==> src/rtl/mem_access_unit_pkg.sv <==
// Shared definitions for the data-memory access unit: width codes, FSM states,
// and the store lane-alignment helpers.
package mem_access_unit_pkg;

    localparam int unsigned TIMEOUT_DEFAULT = 15;

    localparam logic [2:0] F3_B  = 3'b000;
    localparam logic [2:0] F3_H  = 3'b001;
    localparam logic [2:0] F3_W  = 3'b010;
    localparam logic [2:0] F3_BU = 3'b100;
    localparam logic [2:0] F3_HU = 3'b101;

    typedef enum logic [1:0] {
        ST_IDLE      = 2'd0,
        ST_REQ       = 2'd1,
        ST_WAIT_RESP = 2'd2
    } state_e;

    function automatic logic f3_legal(input logic [2:0] f3);
        return (f3 == F3_B) || (f3 == F3_H) || (f3 == F3_W) ||
               (f3 == F3_BU) || (f3 == F3_HU);
    endfunction

    function automatic logic f3_misaligned(input logic [2:0] f3, input logic [1:0] off);
        logic is_half;
        is_half = (f3 == F3_H) || (f3 == F3_HU);
        return (is_half && off[0]) || ((f3 == F3_W) && (off != 2'b00));
    endfunction

    function automatic logic [3:0] store_be(input logic [2:0] f3, input logic [1:0] off);
        logic [3:0] be;
        case (f3)
            F3_B, F3_BU: be = 4'b0001 << off;
            F3_H, F3_HU: be = 4'b0011 << off;
            default:     be = 4'b1111;
        endcase
        return be;
    endfunction

    // Replicate narrow store data across all lanes so the byte enables pick the right one.
    function automatic logic [31:0] store_wdata(input logic [2:0] f3, input logic [31:0] wd);
        logic [31:0] d;
        case (f3)
            F3_B, F3_BU: d = {4{wd[7:0]}};
            F3_H, F3_HU: d = {2{wd[15:0]}};
            default:     d = wd;
        endcase
        return d;
    endfunction

endpackage

==> src/rtl/mem_access_unit_load_align.sv <==
// Load data extraction: selects the addressed byte/half of the read word and
// sign- or zero-extends it to 32 bits.
module mem_access_unit_load_align
    import mem_access_unit_pkg::*;
(
    input  logic [1:0]  off_i,
    input  logic [2:0]  funct3_i,
    input  logic [31:0] rdata_i,
    output logic [31:0] result_o
);

    logic [31:0] shifted;
    logic [7:0]  byte_v;
    logic [15:0] half_v;

    always_comb begin
        shifted  = rdata_i >> {off_i, 3'b000};
        byte_v   = shifted[7:0];
        half_v   = shifted[15:0];
        result_o = rdata_i;
        case (funct3_i)
            F3_B:    result_o = {{24{byte_v[7]}}, byte_v};
            F3_BU:   result_o = {24'h000000, byte_v};
            F3_H:    result_o = {{16{half_v[15]}}, half_v};
            F3_HU:   result_o = {16'h0000, half_v};
            default: result_o = rdata_i;
        endcase
    end

endmodule

==> src/rtl/mem_access_unit.sv <==
// Data-memory access unit: turns EX/MEM loads/stores into req/gnt/rvalid bus
// transactions, stalls the pipeline while busy, and aligns load data for writeback.
module mem_access_unit
    import mem_access_unit_pkg::*;
#(
    parameter int unsigned TIMEOUT = TIMEOUT_DEFAULT
) (
    input  logic        clk,
    input  logic        rst,
    input  logic        ex_mem_valid,
    input  logic        ex_mem_mem_read,
    input  logic        ex_mem_mem_write,
    input  logic [2:0]  ex_mem_funct3,
    input  logic [31:0] ex_mem_addr,
    input  logic [31:0] ex_mem_wdata,
    output logic        dmem_req,
    output logic        dmem_we,
    output logic [31:0] dmem_addr,
    output logic [3:0]  dmem_be,
    output logic [31:0] dmem_wdata,
    input  logic        dmem_gnt,
    input  logic        dmem_rvalid,
    input  logic [31:0] dmem_rdata,
    output logic        mem_stall,
    output logic        mem_wb_load_valid,
    output logic [31:0] mem_wb_rdata,
    output logic        misalign_fault,
    output logic        access_fault
);

    localparam int unsigned CNT_W = $clog2(TIMEOUT + 1);

    state_e           state_q, state_d;
    logic [CNT_W-1:0] cnt_q, cnt_d;
    logic [29:0]      addr_q, addr_d;
    logic [1:0]       off_q, off_d;
    logic [2:0]       f3_q, f3_d;
    logic             we_q, we_d;
    logic [3:0]       be_q, be_d;
    logic [31:0]      wdata_q, wdata_d;
    logic [31:0]      rdata_q, rdata_d;
    logic             load_valid_q, load_valid_d;
    logic             misalign_q, misalign_d;
    logic             afault_q, afault_d;
    logic [31:0]      aligned_rdata;
    logic             req_any;
    logic             timeout_hit;

    mem_access_unit_load_align u_load_align (
        .off_i    (off_q),
        .funct3_i (f3_q),
        .rdata_i  (dmem_rdata),
        .result_o (aligned_rdata)
    );

    assign req_any     = ex_mem_valid && (ex_mem_mem_read || ex_mem_mem_write);
    assign timeout_hit = (cnt_q == CNT_W'(TIMEOUT - 1));

    // Next-state, bus handshake and stall decode.
    always_comb begin
        state_d      = state_q;
        cnt_d        = cnt_q;
        addr_d       = addr_q;
        off_d        = off_q;
        f3_d         = f3_q;
        we_d         = we_q;
        be_d         = be_q;
        wdata_d      = wdata_q;
        rdata_d      = rdata_q;
        load_valid_d = 1'b0;
        misalign_d   = 1'b0;
        afault_d     = 1'b0;
        dmem_req     = 1'b0;
        mem_stall    = 1'b0;

        case (state_q)
            ST_IDLE: begin
                if (req_any) begin
                    if ((ex_mem_mem_read && ex_mem_mem_write) || !f3_legal(ex_mem_funct3)) begin
                        afault_d = 1'b1;
                    end else if (f3_misaligned(ex_mem_funct3, ex_mem_addr[1:0])) begin
                        misalign_d = 1'b1;
                    end else begin
                        addr_d    = ex_mem_addr[31:2];
                        off_d     = ex_mem_addr[1:0];
                        f3_d      = ex_mem_funct3;
                        we_d      = ex_mem_mem_write;
                        be_d      = store_be(ex_mem_funct3, ex_mem_addr[1:0]);
                        wdata_d   = store_wdata(ex_mem_funct3, ex_mem_wdata);
                        cnt_d     = '0;
                        mem_stall = 1'b1;
                        state_d   = ST_REQ;
                    end
                end
            end
            ST_REQ: begin
                dmem_req  = 1'b1;
                mem_stall = 1'b1;
                cnt_d     = cnt_q + CNT_W'(1);
                if (dmem_gnt && we_q) begin
                    mem_stall = 1'b0;
                    state_d   = ST_IDLE;
                end else if (dmem_gnt && dmem_rvalid) begin
                    rdata_d      = aligned_rdata;
                    load_valid_d = 1'b1;
                    mem_stall    = 1'b0;
                    state_d      = ST_IDLE;
                end else if (timeout_hit) begin
                    afault_d  = 1'b1;
                    mem_stall = 1'b0;
                    state_d   = ST_IDLE;
                end else if (dmem_gnt) begin
                    state_d = ST_WAIT_RESP;
                end
            end
            ST_WAIT_RESP: begin
                mem_stall = 1'b1;
                cnt_d     = cnt_q + CNT_W'(1);
                if (dmem_rvalid) begin
                    rdata_d      = aligned_rdata;
                    load_valid_d = 1'b1;
                    mem_stall    = 1'b0;
                    state_d      = ST_IDLE;
                end else if (timeout_hit) begin
                    afault_d  = 1'b1;
                    mem_stall = 1'b0;
                    state_d   = ST_IDLE;
                end
            end
            default: state_d = ST_IDLE;
        endcase
    end

    always_ff @(posedge clk or posedge rst) begin
        if (rst) begin
            state_q      <= ST_IDLE;
            cnt_q        <= '0;
            addr_q       <= '0;
            off_q        <= '0;
            f3_q         <= '0;
            we_q         <= 1'b0;
            be_q         <= '0;
            wdata_q      <= '0;
            rdata_q      <= '0;
            load_valid_q <= 1'b0;
            misalign_q   <= 1'b0;
            afault_q     <= 1'b0;
        end else begin
            state_q      <= state_d;
            cnt_q        <= cnt_d;
            addr_q       <= addr_d;
            off_q        <= off_d;
            f3_q         <= f3_d;
            we_q         <= we_d;
            be_q         <= be_d;
            wdata_q      <= wdata_d;
            rdata_q      <= rdata_d;
            load_valid_q <= load_valid_d;
            misalign_q   <= misalign_d;
            afault_q     <= afault_d;
        end
    end

    assign dmem_we           = we_q;
    assign dmem_addr         = {addr_q, 2'b00};
    assign dmem_be           = be_q;
    assign dmem_wdata        = wdata_q;
    assign mem_wb_load_valid = load_valid_q;
    assign mem_wb_rdata      = rdata_q;
    assign misalign_fault    = misalign_q;
    assign access_fault      = afault_q;

endmodule

==> config.mk <==
export PLATFORM = sky130hd
export DESIGN_NAME = mem_access_unit
export DESIGN_NICKNAME = d
export VERILOG_FILES = /design/src/rtl/mem_access_unit_pkg.sv /design/src/rtl/mem_access_unit_load_align.sv /design/src/rtl/mem_access_unit.sv
export SDC_FILE = /design/constraint.sdc
export NUM_CORES = 1
export LEC_CHECK = 0
export CAP_MARGIN = 30
export CORE_MARGIN = 2
export CORE_UTILIZATION = 40
export DETAILED_ROUTE_END_ITERATION = 8
export PLACE_DENSITY = 0.73
export SYNTH_ARGS = -nofsm -noshare
export SYNTH_HDL_FRONTEND = slang
export SYNTH_SLANG_ARGS = --single-unit
==> constraint.sdc <==
create_clock -name clk -period 3.7 [get_ports clk]
set_input_delay 0.37 -clock clk [delete_from_list [all_inputs] [get_ports clk]]
set_output_delay 0.37 -clock clk [all_outputs]
set_load 0.01 [all_outputs]
# Word level (Yosys, flattened, before mapping)
# Cells that the tools add are included.
dict set report op_classes {
  eq_ne 18
  n_shift 3
  bitwise 2
  addsub 1
  mux 45
  n_reduce_logical 28
}
# op n
set op_table {}
lappend op_table {{$pmux W32 S2} 2}
lappend op_table {{$pmux W32 S4} 1}
lappend op_table {{$mux W32} 3}
lappend op_table {{$shr A32 B5 Y16} 1}
lappend op_table {{$mux W1} 21}
lappend op_table {{$mux W2} 9}
lappend op_table {{$pmux W4 S2} 2}
lappend op_table {{$eq A3 B3 Y1 const B} 4}
lappend op_table {{$mux W4} 3}
lappend op_table {{$ne A2 B2 Y1 const B} 6}
lappend op_table {{$reduce_and A4 Y1} 3}
lappend op_table {{$logic_or A1 B1 Y1} 8}
lappend op_table {{$eq A3 B1 Y1 const B} 2}
lappend op_table {{$logic_and A1 B1 Y1} 6}
lappend op_table {{$logic_not A3 Y1} 2}
lappend op_table {{$pmux W1 S3} 2}
lappend op_table {{$pmux W2 S3} 1}
lappend op_table {{$reduce_bool A2 Y1} 3}
lappend op_table {{$reduce_or A2 Y1} 3}
lappend op_table {{$ne A5 B5 Y1 const B} 1}
lappend op_table {{$reduce_and A5 Y1} 1}
lappend op_table {{$add A4 B1 Y4 const B} 1}
lappend op_table {{$eq A4 B4 Y1 const B} 1}
lappend op_table {{$shl A1 B2 Y4 const A} 1}
lappend op_table {{other kinds (9)} 10}
dict set report totals {
  word_cells 109
  register_bits 113
}

# Logic depth before layout (Yosys ltp)
# Gate-level depths: netlist of the first run.
dict set report logic_depth {
  ltp_word 10
  mapped_depth 10
  mapped_depth_nobuf 7
}

# Cells and area by module
# A second synthesis of the first run with hierarchy kept.
dict set report unflattened {
  hier_cells 490
  hier_area_um2 5521.5
}
# module seq_area_each_um2 cells_per_inst n_inst area_each_um2
set by_module_without_submodules {}
lappend by_module_without_submodules {mem_access_unit 2827.7 379 1 4805.9}
lappend by_module_without_submodules {mem_access_unit_load_align 0.0 111 1 715.7}

# Worst setup path after synthesis of the first run
# Ideal clock, no wire load.
dict set report synth_timing {
  path_kind {flip-flop to output port}
  startpoint {register state_q[0]}
  endpoint {output mem_stall}
  stages_incl_launch_ff 9
  required_time_ns 3.330
  path_slack_ns 1.628
  arrival_time_ns 1.702
  cell_sequence {dfrtp_1 inv_1 ha_1 o211a_1 nand3_2 nor2_1 buf_2 a21oi_1 nor2_1}
}
dict set report synth_between {
  elab_chain_len 2
}
# item line_no
set synth_lines {}
lappend synth_lines {{start: declaration} mem_access_unit.sv:33} ;# state_e state_q, state_d;
lappend synth_lines {{start signal: assignment} mem_access_unit.sv:149} ;# state_q <= state_d;
lappend synth_lines {{$eq A2 B2 Y1, or another cell as far along} mem_access_unit.sv:76} ;# case (state_q)
lappend synth_lines {{$pmux W1 S3 *} mem_access_unit.sv:76}
lappend synth_lines {{end: declaration} mem_access_unit.sv:24} ;# output logic mem_stall,
# Mark *: on every way between the ends. The rest lies on a longest branch, timed or not.

# Worst setup path after layout of the first run
# Same ends and word-level chain as after synthesis.

==> results of run 1 <==
==> worst max-delay path by stage <==
stage	endpoint	slack (ns)
finish	mem_stall	0.93
floorplan	access_fault$_DFF_PP0_	0.34
global placement	cnt_q[3]$_DFFE_PP0P_	1.04
CTS	mem_stall	0.91
global route	mem_stall	0.78
detailed placement	cnt_q[3]$_DFFE_PP0P_	0.96
==> power groups by stage <==
stage,Combinational (W),Clock (W),Sequential (W)
2_1_floorplan,0.00115,0,0.00238
5_1_grt,0.00311,0.00172,0.00232
6_report,0.00283,0.00163,0.00224
4_1_cts,0.00286,0.00166,0.00224
3_5_place_dp,0.00285,0,0.00224
3_3_place_gp,0.00279,0,0.00223
==> metrics by stage <==
step           hold slack [ns]  cell area, sq um   util
4_1_cts                  0.402              8090  0.636
6_report                 0.386              8090  0.636
2_1_floorplan            0.447              5270      -
3_3_place_gp             0.458              7500  0.589
3_5_place_dp             0.463              7500  0.589
5_1_grt                  0.449              8090  0.636
==> routing by layer <==
metal | vias up | track usage | wire (um)
met5 | - | 0 | 0
met4 | 0 | 0.0856 | 270
met3 | 23 | 0.0931 | 1680
met2 | 213 | 0.381 | 7810
met1 | 2350 | 0.284 | 6570
li1 | 2391 | - | -
==> sequential cells by signal, indices dropped and copies added, names as in the netlist, 2 cells and up <==
signal        cells
dmem_be           4
off_q             2
mem_wb_rdata     32
dmem_wdata       32
f3_q              3
state_q           2
addr_q           30
cnt_q             4
==> kinds of logic (layout without fill, tap and decap cells) <==
family,Yosys count,after routing,share of synthesized area
AOI/OAI and AO/OA,107,107,0.120
other,1,2,0.000712
adders and majority gates,6,6,0.0142
and+or+nand+nor,287,287,0.222
DFF,113,113,0.537
muxes,36,36,0.0689
buffers and inverters,44,256,0.0378
==> cell usage after synthesis (all sizes together) <==
cell type  count  area, sq um
o211ai         2         20.0
mux2i         34          340
a21boi         1         7.51
conb           1         3.75
a211o          1         8.76
nand3b         1         7.51
a21o           1         7.51
clkbuf        20         75.1
a31oi          4         25.0
nand2b         6         37.5
and2           1         6.26
nand3         38          195
o22a           1         8.76
a311o          1         10.0
a2111oi        1         15.0
nor2b          4         25.0
o2bb2ai        1         8.76
o22ai          8         50.1
a22oi          7         52.6
nand2        197          739
o21a           1         7.51
ha             6         75.1
mux2           2         22.5
o31ai          1         12.5
or2            1         8.76
and3           1         6.26
dfrtp        113         2830
o211a          2         20.0
inv            6         22.5
o21ai         46          230
a21oi         28          140
nor2          38          143
o21bai         1         7.51
buf           18          101
==> cell type report <==
cell class	instances	area share
Sequential cell	113	0.349
Multi-Input combinational cell	438	0.279
Timing Repair Buffer	218	0.268
Clock buffer	28	0.0651
Tap cell	172	0.0266
Clock inverter	4	0.00866
Inverter	6	0.00309
==> run metrics, run 1 <==
Syn Inst Count 594; Max-slew headroom 0.364; H-tree depth 4; cells on worst reg2reg path 7; Fillers 1130; crit start category flip-flop; final number of hold-violating endpoints 0; fin crit share 0.749; Total GRT Usage 0.235; Pleak 3.72 nW; CP startpoint state_q[0]$_DFFE_PP0P_; detailed-route wire length per cell 16.7 um; Power Dens Cells 829 nW/um^2; Routed WL 16.3 mm; port buffer count 209; CTS resizes 0; Chip Height 119 um; Clock Pin Slew Worst Setup and Hold Paths 0.05 ns; setup ws final 0.928 ns; fraction of layout cells with a size suffix above 1 0.0570; CP Data Arrival Time 2.40 ns; Power Internal 0.00439 W; critical path's slowest cell clkdlybuf4s50_1; VDD IR max 0.375 mV; Net Sw Frac 0.346; combinational fraction of design power 0.422; fin cells 979; Worst Tran Pin Value 0.950 ns; GRT overflow 0; antenna viol nets, final 0; Placed Cells 947; pre-CTS setup slack 0.957 ns; initial antenna violation count 0; diode count 0; std cell rows 41; Design Power 0.00671 W; Net Switching 0.00232 W; Sink Count 113; vias per std cell 5.08; # setup viols final 0; crit path buf inv count 2; synth-to-layout area growth 53.6%; vias 4977; worst-path fanout max 7; critical path's largest stage delay 0.54 ns; unrepaired setup endpoints after global routing no; CTS tree built; reg2reg setup slack 1.25 ns; multi-input logic area 2260 sq um; clk root buf clkbuf_16; Syn. warnings 0; clock skew 0.00963 ns; via count of the first global-routing pass 4982; first-pass GRT wire length 26.0 mm; Final TNS setup 0 ns; clk buf depth 2; First-pass DRT Iterations 5; outcome completed; most common cell after layout, fill and taps aside clkdlybuf4s50_1; Final #Nets 906; Reg area 2830 sq um; minimum clock period 2.77 ns; crit end category primary output; DP HPWL 11.8 mm; Clock power frac 0.243; CTS hold repair buffers 0; Slew Viols, Final 0; Fmax achieved 0.361 GHz; Netlist cell types 40; total CTS buffers 17; critical path class flip-flop to primary output; Seq/Total Area, Yosys 0.537; DRC errors left 0; synthesized area 5270 sq um; R2R Path Start state_q[0]$_DFFE_PP0P_; CP required 3.33 ns; max cap viols 0; synthesized flop and latch total 113; CP top delay family buffers and inverters; die area 14100 sq um; Starting DRT DRC Count 337; core area 12700 sq um; hold crit path type input pin to asynchronous set/reset pin; most frequent cells in the layout clkdlybuf4s50_1, nand2_1, dfrtp_1; gp weighted congestion 0.912; Synth Area per Inst 8.87 sq um; Seq pwr share 0.334; postcts setup bufs 0; Cell Chain, Critical Path inv_1, ha_1, o211a_1, nand3_2, nor2_4, a21oi_1, nor2_1, clkdlybuf4s50_1; initial core utilization 0.414; DIE WIDTH 119 um; worst r2r dst cnt_q[3]$_DFFE_PP0P_; number of stages on the worst setup path 8; largest net degree at the start of global routing 69; Ports 212; clock latency at the later pin of the worst-skew pair 0.42 ns
Note: power is estimated with default switching activity, not from simulation.
==> run 2, diff against run 1 <==
--- a/config.mk
+++ b/config.mk
@@ -7,9 +7,9 @@
 export LEC_CHECK = 0
 export CAP_MARGIN = 30
 export CORE_MARGIN = 2
-export CORE_UTILIZATION = 40
+export CORE_UTILIZATION = 39
 export DETAILED_ROUTE_END_ITERATION = 8
-export PLACE_DENSITY = 0.73
+export PLACE_DENSITY = 0.74
 export SYNTH_ARGS = -nofsm -noshare
 export SYNTH_HDL_FRONTEND = slang
 export SYNTH_SLANG_ARGS = --single-unit
==> constraint.sdc (replaced) <==
create_clock -name clk -period 2.35 [get_ports clk]
set_input_delay 0.235 -clock clk [delete_from_list [all_inputs] [get_ports clk]]
set_output_delay 0.235 -clock clk [all_outputs]
set_load 0.01 [all_outputs]
==> run 2 against run 1 <==
Net effect:
- design area is 2.1% higher
- via count grew 1.5%
- total power rose by 62%
- sequential power is 55% higher
==> run metrics, run 2 (same netlist as run 1, synthesis figures left out) <==
outcome completed; critical path class flip-flop to primary output; CP required 2.12 ns; clk buf depth 2; Pleak 3.81 nW; Net Switching 0.00371 W; clock skew 0.00869 ns; minimum clock period 2.16 ns; hold crit path type input pin to asynchronous set/reset pin; Clock Pin Slew Worst Setup and Hold Paths 0.05 ns; Reg area 2830 sq um; Chip Height 120 um; post-route cell area 8260 sq um; port buffer count 209; Routed WL 16.3 mm; worst-path fanout max 3; final number of hold-violating endpoints 0; Power Internal 0.00717 W; first-pass GRT wire length 25.6 mm; # setup viols final 0; Power Dens Cells 1320 nW/um^2; postcts setup bufs 0; multi-input logic area 2260 sq um; DP HPWL 11.9 mm; fin crit share 0.918; H-tree depth 4; dpl cell area 7620 sq um; crit start category flip-flop; Net Sw Frac 0.341; gp weighted congestion 0.909; largest net degree at the start of global routing 65; synth-to-layout area growth 56.8%; total CTS buffers 17; Final #Nets 920; First-pass DRT Iterations 5; initial core utilization 0.398; Fmax achieved 0.463 GHz; Final TNS setup 0 ns; DRC errors left 0; std cell rows 42; unrepaired setup endpoints after global routing no; GRT overflow 0; fraction of layout cells with a size suffix above 1 0.0768; Cell Chain, Critical Path inv_1, ha_1, o211a_1, nand3_2, nor2_4, a21oi_1, nor2_1, dlygate4sd2_1; CTS tree built; die area 14500 sq um; Worst Tran Pin Value 0.818 ns; R2R Path Start state_q[1]$_DFFE_PP0P_; diode count 0; Seq pwr share 0.319; clock latency at the later pin of the worst-skew pair 0.41 ns; Slew Viols, Final 0; most common cell after layout, fill and taps aside clkdlybuf4s50_1; via count of the first global-routing pass 5065; Clock power frac 0.257; DIE WIDTH 120 um; detailed-route wire length per cell 16.3 um; critical path's slowest cell dfrtp_1; CP Data Arrival Time 1.92 ns; CP startpoint state_q[1]$_DFFE_PP0P_; Fillers 1099; critical path's largest stage delay 0.40 ns; Ports 212; Starting DRT DRC Count 357; vias per std cell 5.07; vias 5054; Max-slew headroom 0.452; antenna viol nets, final 0; Total GRT Usage 0.229; core area 13200 sq um; clk root buf clkbuf_16; initial antenna violation count 0; VDD IR max 0.655 mV; most frequent cells in the layout clkdlybuf4s50_1, nand2_1, dfrtp_1; max cap viols 0; crit end category primary output; Sink Count 113; combinational fraction of design power 0.425
-- run 2: cell count changes in the layout (fill, tap and decap cells not counted), sizes merged --
cell,delta
clkinv,+2
buf,+14
bufinv,+3
clkinvlp,+3
clkdlybuf4s50,-1
clkbuf,-8
inv,-1
dlygate4sd2,+1
-- run 2: final timing paths --
kind | cells after the start | end | slack [ns]
max | 8 | mem_stall | 0.19
min | 3 | addr_q[2]$_DFFE_PP0P_ | 0.28
max reg2reg | 8 | state_q[1]$_DFFE_PP0P_ | 0.26
min reg2reg | 2 | addr_q[6]$_DFFE_PP0P_ | 0.47
max in group asynchronous | 3 | addr_q[17]$_DFFE_PP0P_ | 1.49
min in group clk | 3 | addr_q[27]$_DFFE_PP0P_ | 0.35
-- run 2: through the flow --
stage               cells  setup slack (ns)  power, W  hold slack, ns  utilization
detailed placement    965            0.0928   0.00810           0.461        0.575
CTS                   996             0.162    0.0110           0.311        0.624
global placement      965            0.0967   0.00796           0.456        0.575
global route          996            0.0268    0.0116           0.320        0.624
finish                996             0.192    0.0109           0.277        0.624
floorplan             595             0.413   0.00555           0.340            -
-- run 2: power groups by stage --
stage	Clock [W]	Sequential, W	Combinational [W]
floorplan	0	0.00374	0.00181
global placement	0	0.00343	0.00454
detailed placement	0	0.00347	0.00463
CTS	0.00284	0.00347	0.00465
global route	0.00294	0.00358	0.00506
finish	0.00280	0.00347	0.00462
-- run 2: critical path, delay by kind of cell, from the launching register on --
kind,cells,cell delay [ns]
adder cells (fa/ha/maj),1,0.19
flip-flops,1,0.40
AND/OR/NAND/NOR,3,0.31
buffers and inverters,2,0.39
AO/OA/AOI/OAI,2,0.22
-- run 2: area by class of cell --
class / count / area share
Timing Repair Buffer: 232 / 0.277
Tap cell: 176 / 0.0267
Multi-Input combinational cell: 438 / 0.273
Clock inverter: 11 / 0.0224
Sequential cell: 113 / 0.342
Clock buffer: 20 / 0.0553
Inverter: 6 / 0.00318
-- run 2: timing repair --
item | CTS | global route
hold buffers | 0 | 0
setup endpoints to repair | 1 | 0
resized for setup | 1 | 0
-- run 2: layer usage --
| metal | part of all wire | GRT usage |
|---|---|---|
| met5 | 0 | 0 |
| met4 | 0.024 | 0.0901 |
| met3 | 0.10 | 0.0920 |
| met2 | 0.47 | 0.378 |
| met1 | 0.40 | 0.268 |
